--- src/rtl/uart_cmd_pkg.sv ---
// Shared encodings for the UART command controller:
// FSM states, frame header, command/error codes and baud table.
package uart_cmd_pkg;

    typedef enum logic [2:0] {
        S_IDLE,
        S_CMD,
        S_LEN,
        S_PAYLOAD,
        S_CHK,
        S_EXEC
    } state_t;

    localparam int BPS_W = 20;

    localparam logic [7:0] HDR      = 8'hA5;
    localparam logic [7:0] MAX_LEN  = 8'd4;
    localparam logic [7:0] MAX_BAUD = 8'd4;

    localparam logic [7:0] CMD_BAUD = 8'h01;
    localparam logic [7:0] CMD_TRIG = 8'h02;
    localparam logic [7:0] CMD_PER  = 8'h03;
    localparam logic [7:0] CMD_STOP = 8'h04;

    localparam logic [2:0] ERR_NONE = 3'd0;
    localparam logic [2:0] ERR_CHK  = 3'd1;
    localparam logic [2:0] ERR_TMO  = 3'd2;
    localparam logic [2:0] ERR_ARG  = 3'd3;
    localparam logic [2:0] ERR_BUSY = 3'd4;

    function automatic logic [BPS_W-1:0] baud_lut(input logic [2:0] sel);
        logic [BPS_W-1:0] b;
        unique case (sel)
            3'd0:    b = 20'd9600;
            3'd1:    b = 20'd19200;
            3'd2:    b = 20'd38400;
            3'd3:    b = 20'd57600;
            default: b = 20'd115200;
        endcase
        return b;
    endfunction

endpackage

--- src/rtl/meas_scheduler.sv ---
// Measurement trigger: merges single triggers with a periodic
// millisecond tick that is skipped (and restarted) while busy.
module meas_scheduler #(
    parameter int CLK_HZ = 50_000_000
) (
    input  logic        clk,
    input  logic        rst_n,
    input  logic        trig,
    input  logic        cfg_we,
    input  logic        cfg_en,
    input  logic [15:0] cfg_period,
    input  logic        meas_busy,
    output logic        meas_start
);

    localparam int MS_CYC = CLK_HZ / 1000;
    localparam int CW     = (MS_CYC > 2) ? $clog2(MS_CYC) : 1;

    logic          per_en;
    logic [15:0]   period_ms;
    logic [CW-1:0] cyc_cnt;
    logic [15:0]   ms_cnt;

    always_ff @(posedge clk or negedge rst_n) begin
        if (!rst_n) begin
            per_en     <= 1'b0;
            period_ms  <= 16'd0;
            cyc_cnt    <= '0;
            ms_cnt     <= 16'd0;
            meas_start <= 1'b0;
        end else begin
            meas_start <= trig;
            if (cfg_we) begin
                per_en    <= cfg_en;
                period_ms <= cfg_period;
                cyc_cnt   <= '0;
                ms_cnt    <= 16'd0;
            end else if (per_en) begin
                if (cyc_cnt == CW'(MS_CYC - 1)) begin
                    cyc_cnt <= '0;
                    // A busy tick is dropped but still restarts the period
                    if (ms_cnt == period_ms - 16'd1) begin
                        ms_cnt <= 16'd0;
                        if (!meas_busy)
                            meas_start <= 1'b1;
                    end else begin
                        ms_cnt <= ms_cnt + 16'd1;
                    end
                end else begin
                    cyc_cnt <= cyc_cnt + CW'(1);
                end
            end else begin
                cyc_cnt <= '0;
                ms_cnt  <= 16'd0;
            end
        end
    end

endmodule

--- src/rtl/uart_cmd_ctrl.sv ---
// UART command framer/decoder: parses A5-headed frames, checks XOR,
// owns the baud register and drives the measurement scheduler.
module uart_cmd_ctrl
    import uart_cmd_pkg::*;
#(
    parameter int CLK_HZ      = 50_000_000,
    parameter int TIMEOUT_CYC = 2_500_000,
    parameter int RST_BPS     = 9600
) (
    input  logic             clk,
    input  logic             rst_n,
    input  logic [7:0]       rx_data,
    input  logic             rx_done,
    input  logic             meas_busy,
    output logic [BPS_W-1:0] rx_bps,
    output logic             meas_start,
    output logic             cmd_ok,
    output logic             err,
    output logic [2:0]       err_code
);

    localparam int TW = (TIMEOUT_CYC > 2) ? $clog2(TIMEOUT_CYC) : 1;

    state_t        state;
    logic [7:0]    cmd_r;
    logic [2:0]    len_r;
    logic [2:0]    cnt;
    logic [15:0]   pay;
    logic [7:0]    chk_acc;
    logic          chk_ok;
    logic [TW-1:0] tcnt;
    logic          tmo;

    logic             ok_n;
    logic             err_n;
    logic [2:0]       code_n;
    logic             bps_we;
    logic [BPS_W-1:0] bps_n;
    logic             trig;
    logic             cfg_we;
    logic             cfg_en;

    // A byte arriving on the expiry cycle takes priority
    assign tmo = (tcnt == TW'(TIMEOUT_CYC - 1)) && !rx_done;

    always_comb begin
        ok_n   = 1'b0;
        err_n  = 1'b0;
        code_n = ERR_NONE;
        bps_we = 1'b0;
        bps_n  = baud_lut(pay[2:0]);
        trig   = 1'b0;
        cfg_we = 1'b0;
        cfg_en = 1'b0;
        if (state == S_EXEC) begin
            if (!chk_ok) begin
                err_n  = 1'b1;
                code_n = ERR_CHK;
            end else begin
                unique case (cmd_r)
                    CMD_BAUD: begin
                        if (len_r == 3'd1 && pay[7:0] <= MAX_BAUD) begin
                            bps_we = 1'b1;
                            ok_n   = 1'b1;
                        end else begin
                            err_n  = 1'b1;
                            code_n = ERR_ARG;
                        end
                    end
                    CMD_TRIG: begin
                        if (len_r != 3'd0) begin
                            err_n  = 1'b1;
                            code_n = ERR_ARG;
                        end else if (meas_busy) begin
                            err_n  = 1'b1;
                            code_n = ERR_BUSY;
                        end else begin
                            trig = 1'b1;
                            ok_n = 1'b1;
                        end
                    end
                    CMD_PER: begin
                        if (len_r == 3'd2) begin
                            cfg_we = 1'b1;
                            cfg_en = (pay != 16'd0);
                            ok_n   = 1'b1;
                        end else begin
                            err_n  = 1'b1;
                            code_n = ERR_ARG;
                        end
                    end
                    CMD_STOP: begin
                        if (len_r == 3'd0) begin
                            cfg_we = 1'b1;
                            ok_n   = 1'b1;
                        end else begin
                            err_n  = 1'b1;
                            code_n = ERR_ARG;
                        end
                    end
                    default: begin
                        err_n  = 1'b1;
                        code_n = ERR_ARG;
                    end
                endcase
            end
        end
    end

    always_ff @(posedge clk or negedge rst_n) begin
        if (!rst_n) begin
            state    <= S_IDLE;
            cmd_r    <= 8'd0;
            len_r    <= 3'd0;
            cnt      <= 3'd0;
            pay      <= 16'd0;
            chk_acc  <= 8'd0;
            chk_ok   <= 1'b0;
            tcnt     <= '0;
            rx_bps   <= BPS_W'(RST_BPS);
            cmd_ok   <= 1'b0;
            err      <= 1'b0;
            err_code <= ERR_NONE;
        end else begin
            cmd_ok <= 1'b0;
            err    <= 1'b0;
            if (state == S_IDLE || rx_done)
                tcnt <= '0;
            else
                tcnt <= tcnt + TW'(1);

            unique case (state)
                S_IDLE: begin
                    if (rx_done && rx_data == HDR)
                        state <= S_CMD;
                end
                S_CMD, S_LEN, S_PAYLOAD, S_CHK: begin
                    if (tmo) begin
                        err      <= 1'b1;
                        err_code <= ERR_TMO;
                        state    <= S_IDLE;
                    end else if (rx_done) begin
                        unique case (state)
                            S_CMD: begin
                                cmd_r   <= rx_data;
                                chk_acc <= rx_data;
                                state   <= S_LEN;
                            end
                            S_LEN: begin
                                if (rx_data > MAX_LEN) begin
                                    err      <= 1'b1;
                                    err_code <= ERR_ARG;
                                    state    <= S_IDLE;
                                end else begin
                                    len_r   <= rx_data[2:0];
                                    cnt     <= 3'd0;
                                    pay     <= 16'd0;
                                    chk_acc <= chk_acc ^ rx_data;
                                    state   <= (rx_data == 8'd0)
                                             ? S_CHK : S_PAYLOAD;
                                end
                            end
                            S_PAYLOAD: begin
                                pay     <= {pay[7:0], rx_data};
                                chk_acc <= chk_acc ^ rx_data;
                                cnt     <= cnt + 3'd1;
                                if (cnt == len_r - 3'd1)
                                    state <= S_CHK;
                            end
                            default: begin
                                chk_ok <= (chk_acc == rx_data);
                                state  <= S_EXEC;
                            end
                        endcase
                    end
                end
                S_EXEC: begin
                    cmd_ok <= ok_n;
                    err    <= err_n;
                    if (err_n)
                        err_code <= code_n;
                    if (bps_we)
                        rx_bps <= bps_n;
                    state <= S_IDLE;
                end
                default: state <= S_IDLE;
            endcase
        end
    end

    meas_scheduler #(
        .CLK_HZ(CLK_HZ)
    ) u_sched (
        .clk       (clk),
        .rst_n     (rst_n),
        .trig      (trig),
        .cfg_we    (cfg_we),
        .cfg_en    (cfg_en),
        .cfg_period(pay),
        .meas_busy (meas_busy),
        .meas_start(meas_start)
    );

endmodule

--- config.mk ---
export PLATFORM = sky130hd
export DESIGN_NAME = uart_cmd_ctrl
export DESIGN_NICKNAME = d
export VERILOG_FILES = /design/src/rtl/uart_cmd_pkg.sv /design/src/rtl/meas_scheduler.sv /design/src/rtl/uart_cmd_ctrl.sv
export SDC_FILE = /design/constraint.sdc
export NUM_CORES = 1
export LEC_CHECK = 0
export CORE_MARGIN = 4
export CORE_UTILIZATION = 55
export CTS_CLUSTER_SIZE = 30
export DETAILED_ROUTE_END_ITERATION = 7
export GPL_ROUTABILITY_DRIVEN = 0
export PLACE_DENSITY = 0.77
export SYNTH_ARGS = -nofsm -noshare
export SYNTH_HDL_FRONTEND = slang
export SYNTH_SLANG_ARGS = --single-unit
--- constraint.sdc ---
create_clock -name clk -period 7.75 [get_ports clk]
set_clock_uncertainty 0.15 [all_clocks]
set_input_delay 0.775 -clock clk [delete_from_list [all_inputs] [get_ports clk]]
set_output_delay 0.775 -clock clk [all_outputs]
set_load 0.01 [all_outputs]
# After elaboration in Yosys (flattened, before gate mapping)
# Cells that the tools add are included.
[op_classes]
n_addsub = 6
bitwise = 4
magnitude_cmp = 2
n_reduce_logical = 24
eq_ne = 28
n_mux = 75
[op_table]
columns = ["cell", "count"]
rows = [
  ["$mux 16", 8],
  ["$pmux 17 s4", 1],
  ["$mux 3", 15],
  ["$mux 1", 35],
  ["$add 16x1->16 const B", 2],
  ["$pmux 16 s2", 1],
  ["$pmux 8 s3", 1],
  ["$add 22x1->22 const B", 1],
  ["$eq 22x22->1 const B", 1],
  ["$mux 22", 1],
  ["$reduce_and 5->1", 4],
  ["$pmux 3 s2", 3],
  ["$eq 16x16->1", 1],
  ["$eq 16x16->1 const B", 1],
  ["$eq 8x2->1 const B", 2],
  ["$reduce_bool 16->1", 1],
  ["$sub 16x1->16 const B", 1],
  ["$eq 3x2->1 const B", 5],
  ["$ne 3x3->1 const B", 4],
  ["$pmux 3 s4", 1],
  ["$eq 3x1->1 const B", 3],
  ["$logic_not 3->1", 3],
  ["$pmux 3 s3", 1],
  ["$eq 8x1->1 const B", 1],
  ["other kinds (29)", 42],
]
[totals]
input_bits = 12
regBits = 139
output_inout_bits = 26

# Depth between registers and ports, before layout
# Gate-level depths: netlist of run 1.
[depth]
word_depth = 10
depth_mapped = 10
depth_no_buf = 10

# Cells and area by module
# From an unflattened synthesis of run 1, not the netlist that was laid out.
[unflattened]
hier_cells = 726
area_unflattened_um2 = 7009.2
[by_module_without_submodules]
columns = ["module", "n_inst", "cells_each", "seq_area_each_um2", "area_each_um2"]
rows = [
  ["uart_cmd_ctrl", 1, 411, 1981.9, 4072.7],
  ["meas_scheduler", 1, 315, 1251.2, 2936.6],
]

# Least setup slack after synthesis of run 1
# Ideal clock, no wire load.
[synth_path]
kind = "input to register"
startpoint = "input rx_data[0]"
endpoint = "register err_code[0]"
path_slack_ps = 4985
setup_ps = 125
t_arrival_ps = 2490
n_path_buf = 1
required_time_ps = 7475
stages = 6
cell_sequence = "clkbuf_1 > o21ai_0 > or4b_1 > a21o_1 > a31oi_1 > mux2_2"
[synth_via]
elab_chain_cells = 3
[synth_lines]
columns = ["item", "line_no", "rtl"]
rows = [
  ["from (decl)", "uart_cmd_ctrl.sv:12", "input logic [7:0] rx_data,"],
  ["$gt 8x3->1", "uart_cmd_ctrl.sv:150", "if (rx_data > MAX_LEN) begin"],
  ["$ne 3x3->1 (no line)", "--", ""],
  ["$reduce_and 5->1 (no line)", "--", ""],
  ["to (signal assigned)", "uart_cmd_ctrl.sv:181", "err_code <= code_n;"],
  ["to (decl)", "uart_cmd_ctrl.sv:19", "output logic [2:0] err_code"],
]
# No other way between the ends.
# A chain may end at the register's enable or synchronous reset.

# Final worst setup path of run 1
[layout_path]
startpoint = "input rx_data[3]"
endpoint = "register cnt[2]"
[layout_via]
elab_chain_cells = 3
[layout_lines]
columns = ["item", "line_no", "rtl"]
rows = [
  ["$gt 8x3->1", "uart_cmd_ctrl.sv:150", ""],
  ["$ne 2x2->1 (no line)", "--", ""],
  ["$reduce_and 5->1 (no line)", "--", ""],
  ["to (signal assigned)", "uart_cmd_ctrl.sv:166", "cnt <= cnt + 3'd1;"],
  ["to (decl)", "uart_cmd_ctrl.sv:27", "logic [2:0] cnt;"],
]
# No other way between the ends.

==> metrics.csv, run 1 <==
stage,metric,value,unit
yosys,synth_seq_area_share,47.5,%
floorplan,start_util,56.4,%
worst_setup_path,crit_family,simple AND/OR/NAND/NOR gates,
sta,max_freq,313,MHz
yosys,ys_seq_elements,129,
yosys,synth-warning-count,0,
grt,grt_max_degree,67,
sta,finalCriticalPeriod,3.19,ns
worst_setup_path,r2r-end,u_sched.ms_cnt[13],
layout,final_common_cell,dfrtp_1,
hold_path,hold_path_class,in -> async,
layout,multi_input_area,3310,um2
worst_setup_path,end_kind,flop,
layout,fillCellCount,952,
place,dpl.hpwl,9840,um
yosys,syn_area_per_cell,9.78,um2
floorplan,dieHeight,119,um
drt,drtIter0Drc,366,
drt,dr_total_vias,5106,
cts,cts_sinks,129,
worst_setup_path,worstPathMaxFanout,27,
layout,seq_area,3230,um2
floorplan,std_cell_rows,40,
power_and_ir_drop,p_int,0.00140,W
yosys,synth_edf_count,0,
drt,drc,0,
worst_setup_path,r2r_start,u_sched.period_ms[0],
worst_setup_path,worstPathCellList,clkdlybuf4s50_1 -> or3_1 -> or4b_1 -> a211o_1 -> nor2_1 -> xor2_1 -> and2_1,
drt,viasPerCell,5.72,
grt,grt-ovfl-total,0,
power_and_ir_drop,p_comb_share,17.9,%
yosys,async_flop_share,100,%
sta,finalSetupViolations,0,
power_and_ir_drop,powerDensity,259,nW/um2
grt,grt_pass1_wl,24900,um
floorplan,coreArea,12100,um2
layout,areaGrowthSynthToFinish,13.1,%
cts,cts_resized,0,
sta,hold_violations,0,
yosys,ys_types,63,
floorplan,ioPinCount,38,
cts,clk_pin_slew,0.06,ns
cts,cts_buffers,17,
job,max-cap-violations,0,
cts,postCtsSetupBuffers,0,
power_and_ir_drop,p_seq_share,43.4,%
grt,antenna_found_initial,0,
cts,cts_max_level,4,
cts,cts_tree,yes,
grt,grt_pass1_vias,5220,
sta,finalSetupTns,0,ns
cts,root_buffer,clkbuf_16,
floorplan,die-width,119,um
worst_setup_path,slowest_stage,a211o_1,
worst_setup_path,arrival,3.35,ns
layout,antenna_cells,0,
yosys,synthFlopType,dfrtp_1,
drt,ant_nets,0,
layout,final_area,7690,um2
cts,hold_buffers,0,
worst_setup_path,cp.required,7.91,ns
layout,drive_above_1_share,10.5,%
cts,clock_path_buffers,2,
cts,worst_skew_pair.late_latency,0.42,ns
sta,rsz0062_at_grt,no,
layout,fin_nets,732,
worst_setup_path,cp_num_buf_inv,1,
floorplan,dieArea,14200,um2
sta,relSlewSlack,24.9,%
drt,wire_per_inst,16.2,um
sta,tightest_slew,1.12,ns
layout,layout_common_cells,"dfrtp_1 (125), nand2_1 (84), nor2_1 (63)",
power_and_ir_drop,power.net_switching,0.000597,W
power_and_ir_drop,pwr-share-clk,38.7,%
yosys,netlist_area,6800,um2
place,placed_cell_area,7120,um2
drt,routed_wl,14500,um
worst_setup_path,r2r_cells,9,
sta,min_period_over_period,41.2,%
power_and_ir_drop,swShare,30.0,%
outcome,outcome,"finished, final reports clean",
drt,drt-pass1-iter-count,7,
grt,grt_use_total,21.5,%
worst_setup_path,start_kind,input port,
worst_setup_path,slowest_delay,0.60,ns
worst_setup_path,reg2reg_slack,4.56,ns
yosys,syn_inst,695,
sta,slew_viol_final,0,
power_and_ir_drop,irDropWorstVdd,0.000177,V
power_and_ir_drop,leakage,3.38,nW
worst_setup_path,setup.worst_path.class,in -> reg,
place,portBuffers,27,
## power by group through the flow
stage / clock network [W] / logic (W) / registers [W]
6_report: 0.000772 / 0.000357 / 0.000865
5_1_grt: 0.000811 / 0.000403 / 0.000880
4_1_cts: 0.000781 / 0.000358 / 0.000863
3_5_place_dp: 0 / 0.000352 / 0.000872
3_3_place_gp: 0 / 0.000339 / 0.000867
2_1_floorplan: 0 / 0.000282 / 0.000837
## cell type report
| type | instances | area share (%) |
|---|---|---|
| Tap cell | 168 | 2.73 |
| Clock buffer | 23 | 5.96 |
| Sequential cell | 129 | 42.0 |
| Multi-Input combinational cell | 514 | 43.1 |
| Inverter | 18 | 0.879 |
| Timing Repair Buffer | 31 | 3.87 |
| Clock inverter | 9 | 1.42 |
## worst register-to-register path: cells and delay by family, from the launching register on
family                     cells  cell delay (ns)
AOI/OAI and AO/OA              3             0.72
adders and majority gates      1             0.20
buffers and inverters          1             0.09
DFF                            1             0.44
and+or+nand+nor                4             1.44
## stage by stage
| stage | utilization, % | total power [W] | std cells | setup slack, ns | hold slack (ns) |
|---|---|---|---|---|---|
| 2_1_floorplan | - | 0.00112 | 704 | 4.98 | 0.275 |
| 3_3_place_gp | 59.1 | 0.00121 | 860 | 4.17 | 0.289 |
| 3_5_place_dp | 59.1 | 0.00122 | 860 | 4.18 | 0.301 |
| 4_1_cts | 63.8 | 0.00200 | 892 | 4.57 | 0.309 |
| 5_1_grt | 63.8 | 0.00209 | 892 | 4.24 | 0.320 |
| 6_report | 63.8 | 0.00199 | 892 | 4.56 | 0.307 |
## per-layer routing
metal | vias up | part of all wire [%] | global-route usage, %
met5 | - | 0 | 0
li1 | 2441 | - | -
met3 | 40 | 4.9 | 5.08
met2 | 134 | 49 | 34.7
met1 | 2491 | 44 | 28.4
met4 | 0 | 1.9 | 8.25
## synthesized netlist by cell type (3+ instances only)
cell	instances	area share, %
xor2_1	40	5.2
dfrtp_1	125	46
nand2b_1	3	0.28
nor4b_1	4	0.52
mux2_2	28	4.6
or3_1	5	0.46
buf_4	10	1.1
nand4_1	16	1.5
nor2_1	63	3.5
nor4_1	12	1.1
o21ai_0	13	0.96
a31oi_1	3	0.28
nor4bb_1	3	0.44
nor3_1	28	2.1
a21boi_0	3	0.33
nor2b_1	4	0.37
a22o_1	18	2.3
dfstp_2	4	1.5
buf_2	9	0.66
o21ai_1	13	0.96
nand2_1	84	4.6
inv_1	18	0.99
ha_1	9	1.7
o211ai_1	3	0.33
and3_1	16	1.5
and4_1	6	0.77
a21oi_1	19	1.4
and2_1	7	0.64
xnor2_1	36	4.6
a21o_1	7	0.77
nand3_1	24	1.8
clkbuf_1	22	1.2
## how the worst max path moves through the flow
| stage | slack, ns | start | cells after the start | endpoint |
|---|---|---|---|---|
| floorplan | 4.98 | rx_data[0] | 6 | err_code[0] |
| global placement | 4.17 | rx_data[3] | 7 | cnt[2] |
| detailed placement | 4.18 | rx_data[3] | 7 | cnt[2] |
| CTS | 4.57 | u_sched.period_ms[0] | 9 | u_sched.ms_cnt[10] |
| global route | 4.24 | u_sched.period_ms[0] | 9 | u_sched.ms_cnt[13] |
| finish | 4.56 | rx_data[3] | 7 | cnt[2] |
## sequential cells by signal (all words and copies together), names as in the netlist, 3 cells and up
| name | count |
|---|---|
| chk_acc | 8 |
| cmd_r | 8 |
| cnt | 3 |
| err_code | 3 |
| len_r | 3 |
| pay | 16 |
| rx_bps | 10 |
| state | 3 |
| tcnt | 22 |
| u_sched.cyc_cnt | 16 |
| u_sched.ms_cnt | 16 |
| u_sched.period_ms | 16 |
## logic make-up after synthesis
group                      count (synthesis)  share of synthesized area, %
buffers and inverters                     61                          4.31
muxes                                     28                          4.64
other                                      1                        0.0551
adders and majority gates                  9                          1.66
DFF                                      129                          47.5
and+or+nand+nor                          291                          21.8
AOI/OAI and AO/OA                        100                          10.2
xor gates and xnor gates                  76                          9.79
(Power assumes the default switching activity.)
==> inputs of run 2 (changes only) <==
--- a/config.mk
+++ b/config.mk
@@ -6,11 +6,11 @@
 export NUM_CORES = 1
 export LEC_CHECK = 0
 export CORE_MARGIN = 4
-export CORE_UTILIZATION = 55
+export CORE_UTILIZATION = 54
 export CTS_CLUSTER_SIZE = 30
 export DETAILED_ROUTE_END_ITERATION = 7
 export GPL_ROUTABILITY_DRIVEN = 0
-export PLACE_DENSITY = 0.77
+export PLACE_DENSITY = 0.79
 export SYNTH_ARGS = -nofsm -noshare
 export SYNTH_HDL_FRONTEND = slang
 export SYNTH_SLANG_ARGS = --single-unit
==> constraint.sdc (replaced) <==
create_clock -name clk -period 2.8 [get_ports clk]
set_clock_uncertainty 0.15 [all_clocks]
set_input_delay 0.28 -clock clk [delete_from_list [all_inputs] [get_ports clk]]
set_output_delay 0.28 -clock clk [all_outputs]
set_load 0.01 [all_outputs]
==> run 2 against run 1 <==
Effect of this change: sequential share of layout area down 1.9 points; sequential cell count stayed put; routed wire length grew 7.5%; sequential power increased to 2.7 times the previous value; clock power grew to 2.8 times the previous value; first-iteration DRC count is 19% higher; die area increased by 1.7%; register-to-register slack got worse by 4.4 ns; worst hold slack got worse by 0.13 ns; total power grew to 2.8 times the previous value; combinational power rose to 3.1 times the previous value.
==> metrics.csv, run 2 (synthesized netlist as in run 1, its figures left out) <==
stage,metric,value,unit
worst_setup_path,arrival,2.83,ns
worst_setup_path,cp_num_buf_inv,2,
grt,grt-ovfl-total,0,
floorplan,coreArea,12200,um2
grt,grt_use_total,22.4,%
job,max-cap-violations,0,
worst_setup_path,reg2reg_slack,0.12,ns
cts,cts_max_level,4,
worst_setup_path,slowest_stage,or4_1,
worst_setup_path,r2r_cells,9,
grt,antenna_found_initial,0,
sta,slew_viol_final,0,
cts,cts_sinks,129,
worst_setup_path,setup.worst_path.class,reg -> reg,
outcome,outcome,"finished, final reports clean",
drt,ant_nets,0,
cts,clk_pin_slew,0.05,ns
worst_setup_path,r2r_start,u_sched.period_ms[1],
sta,rsz0062_at_grt,no,
drt,drt-pass1-iter-count,6,
sta,min_period_over_period,95.6,%
place,dpl.hpwl,10800,um
worst_setup_path,end_kind,flop,
floorplan,die-width,120,um
drt,drtIter0Drc,437,
drt,dr_total_vias,5365,
drt,viasPerCell,5.78,
sta,tightest_slew,0.689,ns
power_and_ir_drop,powerDensity,701,nW/um2
floorplan,dieArea,14500,um2
worst_setup_path,r2r-end,u_sched.ms_cnt[1],
layout,largest-register,tcnt,
layout,antenna_cells,0,
cts,root_buffer,clkbuf_16,
grt,grt_max_degree,55,
sta,finalCriticalPeriod,2.68,ns
sta,finalSetupTns,0,ns
floorplan,start_util,55.9,%
sta,hold_violations,0,
layout,fin_nets,768,
floorplan,dieHeight,120,um
layout,drive_above_1_share,16.1,%
layout,fillCellCount,926,
drt,drc,0,
worst_setup_path,cp.required,2.95,ns
worst_setup_path,slowest_delay,0.52,ns
drt,wire_per_inst,16.8,um
layout,layout_common_cells,"dfrtp_1 (125), nand2_1 (84), nor2_1 (63)",
cts,cts_buffers,17,
grt,grt_pass1_vias,5322,
power_and_ir_drop,irDropWorstVdd,0.000672,V
sta,whs,0.181,ns
layout,final_common_cell,dfrtp_1,
place,portBuffers,27,
cts,cts_tree,yes,
sta,relSlewSlack,54.1,%
worst_setup_path,start_kind,flop,
sta,max_freq,374,MHz
worst_setup_path,worstPathMaxFanout,5,
layout,areaGrowthSynthToFinish,18.3,%
grt,grt_pass1_wl,26000,um
cts,clock_path_buffers,2,
floorplan,ioPinCount,38,
cts,worst_skew_pair.late_latency,0.42,ns
drt,routed_wl,15600,um
sta,finalSetupViolations,0,
layout,largest_register_ffs,22,
worst_setup_path,crit_family,simple AND/OR/NAND/NOR gates,
hold_path,hold_path_class,in -> async,
power_and_ir_drop,leakage,3.56,nW
floorplan,std_cell_rows,40,
layout,final_util,66.2,%
worst_setup_path,worstPathCellList,inv_1 -> ha_2 -> or3b_4 -> or4_1 -> nand3b_1 -> nand4b_4 -> buf_4 -> o211ai_1 -> a21oi_1,
[run 2: cell types whose count changed in the layout (fill, tap and decap cells not counted), moves of 3 or more]
| cell | delta |
|---|---|
| buf_4 | +34 |
| clkbuf_8 | +5 |
| clkbuf_1 | -3 |
| clkinvlp_4 | +3 |
[run 2: final cells by class]
class	count	area, um2	share of cell area (%)
multi-input combinational	514	3360	41.8
tap	168	210	2.61
clock inverter	7	73.8	0.918
inverter	18	67.6	0.840
clock buffer	25	515	6.41
sequential	129	3230	40.2
timing repair buffer	67	583	7.25
[run 2: stage by stage]
| stage | worst slack [ns] | cells | instance area, um2 | total power, W |
|---|---|---|---|---|
| 2_1_floorplan | 0.239 | 704 | 6830 | 0.00310 |
| 3_3_place_gp | -0.0145 | 894 | 7390 | 0.00340 |
| 3_5_place_dp | -0.0689 | 894 | 7390 | 0.00347 |
| 4_1_cts | 0.0266 | 927 | 8000 | 0.00564 |
| 5_1_grt | 0.0132 | 928 | 8050 | 0.00593 |
| 6_report | 0.123 | 928 | 8050 | 0.00564 |
[run 2: how the worst max path moves through the flow]
stage	slack (ns)	to	startpoint	cells past startpoint
3_5_place_dp	-0.07	chk_acc[6]	rx_data[3]	8
3_3_place_gp	-0.01	chk_acc[4]	rx_data[3]	8
4_1_cts	0.03	u_sched.meas_start	u_sched.period_ms[1]	9
6_report	0.12	u_sched.ms_cnt[1]	u_sched.period_ms[1]	9
5_1_grt	0.01	u_sched.ms_cnt[0]	u_sched.period_ms[1]	9
2_1_floorplan	0.24	u_sched.ms_cnt[15]	u_sched.period_ms[0]	9
[run 2: worst register-to-register path: stages, from the launching register on]
cell and delay [ns]:
dfrtp_1 0.42, inv_1 0.08, ha_2 0.20, or3b_4 0.42, or4_1 0.52, nand3b_1 0.16
nand4b_4 0.16, buf_4 0.19, o211ai_1 0.18, a21oi_1 0.09
[run 2: routing by layer]
metal	up-vias	global-route usage [%]	part of all wire, %
li1	2535	-	-
met1	2667	29.0	44
met2	141	37.2	50
met3	22	5.43	3.9
met4	0	7.51	1.3
met5	-	0	0
[run 2: timing repair]
action / 4_1_cts / 5_1_grt
buffers inserted: 0 / 1
resized for setup: 2 / 8
hold buffers: 1 / 0
endpoints found under the hold margin: 23 / 0
endpoints found under the setup margin: 3 / 19
pin swaps: 0 / 2
[run 2: where the power goes]
group / total, W / switching [W] / internal (W)
Combinational: 0.00111 / 0.000626 / 0.000487
Sequential: 0.00237 / 0.000259 / 0.00211
Clock: 0.00216 / 0.000799 / 0.00136
==> inputs of run 3 (changes only) <==
--- a/config.mk
+++ b/config.mk
@@ -11,6 +11,7 @@
 export DETAILED_ROUTE_END_ITERATION = 7
 export GPL_ROUTABILITY_DRIVEN = 0
 export PLACE_DENSITY = 0.79
+export REMOVE_ABC_BUFFERS = 1
 export SYNTH_ARGS = -nofsm -noshare
 export SYNTH_HDL_FRONTEND = slang
 export SYNTH_SLANG_ARGS = --single-unit
==> run 3 against run 2 <==
Effect of this change: critical path depth did not move; final area down 0.30%; clock-buffer cell count fell by 5; first-iteration DRC count decreased by 30%; register-to-register slack worse by 0.05 ns; sequential share of layout area increased by 0.13 points; setup slack got worse by 0.053 ns; largest power group unchanged.
==> metrics.csv, run 3 (synthesized netlist as in run 1, its figures left out) <==
stage,metric,value,unit
outcome,outcome,"finished, final reports clean",
worst_setup_path,worstPathCellList,inv_1 -> ha_1 -> or3b_4 -> or4_1 -> nand3b_1 -> nand4b_4 -> buf_12 -> nor4_1 -> o21ba_2,
power_and_ir_drop,irDropWorstVdd,0.000583,V
power_and_ir_drop,p_int,0.00403,W
power_and_ir_drop,power.net_switching,0.00169,W
drt,ant_nets,0,
floorplan,start_util,55.9,%
drt,wire_per_inst,16.5,um
sta,hold_violations,0,
drt,dr_total_vias,5292,
layout,final_common_cell,dfrtp_1,
floorplan,ioPinCount,38,
place,dpl.hpwl,10600,um
layout,final_util,66.0,%
cts,clk_pin_slew,0.06,ns
cts,cts_tree,yes,
worst_setup_path,cp.required,3.01,ns
sta,finalSetupTns,0,ns
drt,drtIter0Drc,307,
layout,antenna_cells,0,
sta,slew_viol_final,0,
worst_setup_path,start_kind,flop,
grt,grt_use_total,21.8,%
cts,cts_buffers,17,
cts,clock_path_buffers,2,
floorplan,dieHeight,120,um
grt,grt_pass1_wl,25800,um
worst_setup_path,slowest_stage,or4_1,
worst_setup_path,arrival,2.94,ns
power_and_ir_drop,p_seq_share,41.6,%
sta,max_freq,366,MHz
layout,areaGrowthSynthToFinish,18.0,%
sta,finalCriticalPeriod,2.73,ns
grt,grt_pass1_vias,5367,
worst_setup_path,setup.worst_path.class,reg -> reg,
sta,rsz0062_at_grt,no,
floorplan,std_cell_rows,40,
power_and_ir_drop,p_comb_share,18.8,%
grt,grt_max_degree,57,
drt,routed_wl,15200,um
worst_setup_path,worstPathMaxFanout,6,
layout,largest-register,tcnt,
job,max-cap-violations,0,
sta,relSlewSlack,48.7,%
drt,viasPerCell,5.75,
cts,cts_max_level,4,
sta,tightest_slew,0.769,ns
drt,drc,0,
cts,root_buffer,clkbuf_16,
hold_path,hold_path_class,in -> async,
power_and_ir_drop,leakage,3.57,nW
grt,grt-ovfl-total,0,
layout,fin_nets,761,
power_and_ir_drop,powerDensity,713,nW/um2
layout,drive_above_1_share,14.7,%
grt,antenna_found_initial,0,
floorplan,coreArea,12200,um2
floorplan,dieArea,14500,um2
power_and_ir_drop,pwr-share-clk,39.6,%
worst_setup_path,end_kind,flop,
drt,drt-pass1-iter-count,6,
worst_setup_path,slowest_delay,0.51,ns
cts,worst_skew_pair.late_latency,0.42,ns
sta,finalSetupViolations,0,
layout,layout_common_cells,"dfrtp_1 (124), nand2_1 (84), nor2_1 (63)",
cts,cts_sinks,129,
floorplan,die-width,120,um
layout,largest_register_ffs,22,
sta,min_period_over_period,97.5,%
place,portBuffers,27,
power_and_ir_drop,swShare,29.5,%
## run 3: critical path, delay by kind of cell (launching register included)
kind	cells	cell delay, ns
fa+ha+maj	1	0.20
buf+inv	2	0.25
compound gates	1	0.17
flops	1	0.45
simple gates	5	1.46
## run 3: stage by stage
step	setup WS, ns	power [W]	std cells	hold WS [ns]	cell area, um2
floorplan	-0.278	0.00305	661	-0.166	6610
global placement	0.00557	0.00339	886	0.225	7340
detailed placement	-0.0561	0.00346	886	0.243	7340
CTS	0.00844	0.00574	919	0.321	7970
global route	0.00741	0.00599	921	0.334	8020
finish	0.0703	0.00572	921	0.310	8020
## run 3: power by group through the flow
| stage | combinational [W] | clock, W | sequential, W |
|---|---|---|---|
| after floorplan | 0.000710 | 0 | 0.00234 |
| after global placement | 0.00101 | 0 | 0.00238 |
| after detailed placement | 0.00106 | 0 | 0.00240 |
| after CTS | 0.00108 | 0.00229 | 0.00237 |
| after global routing | 0.00121 | 0.00237 | 0.00241 |
| final | 0.00108 | 0.00226 | 0.00238 |
## run 3: final timing paths
path | endpoint | from | slack, ns | cells past startpoint
worst max-delay path | u_sched.meas_start | u_sched.period_ms[0] | 0.07 | 9
max in group asynchronous | u_sched.period_ms[0] | rst_n | 1.29 | 3
worst max register to register | u_sched.meas_start | u_sched.period_ms[0] | 0.07 | 9
min in group clk | u_sched.cyc_cnt[0] | u_sched.cyc_cnt[0] | 0.31 | 1
worst min register to register | u_sched.cyc_cnt[0] | u_sched.cyc_cnt[0] | 0.31 | 1
worst min-delay path | u_sched.ms_cnt[6] | rst_n | 0.31 | 2
## run 3: cell type report
class / instances / area [um2]
inverters: 18 / 67.6
clock buffers: 20 / 457
well taps: 168 / 210
multi-input cells: 514 / 3340
fillers: 924 / 4140
repair buffers: 60 / 559
flip-flops and latches: 129 / 3230
clock inverters: 12 / 158
## run 3: layer usage
metal  share of wire [%]  track usage, %  up-vias  wire length (um)
li1                    -               -     2505                 -
met3                 4.1            4.96       25               626
met2                  51            37.4      129              7790
met5                   0               0        -                 0
met1                  43            27.8     2633              6600
met4                 1.2            6.59        0               190
## run 3: what timing repair did
action                     4_1_cts  5_1_grt
hold buffers                     1        0
setup buffers                    0        2
resized for setup                0        6
setup endpoints to repair        0       15
hold endpoints to repair        53        0
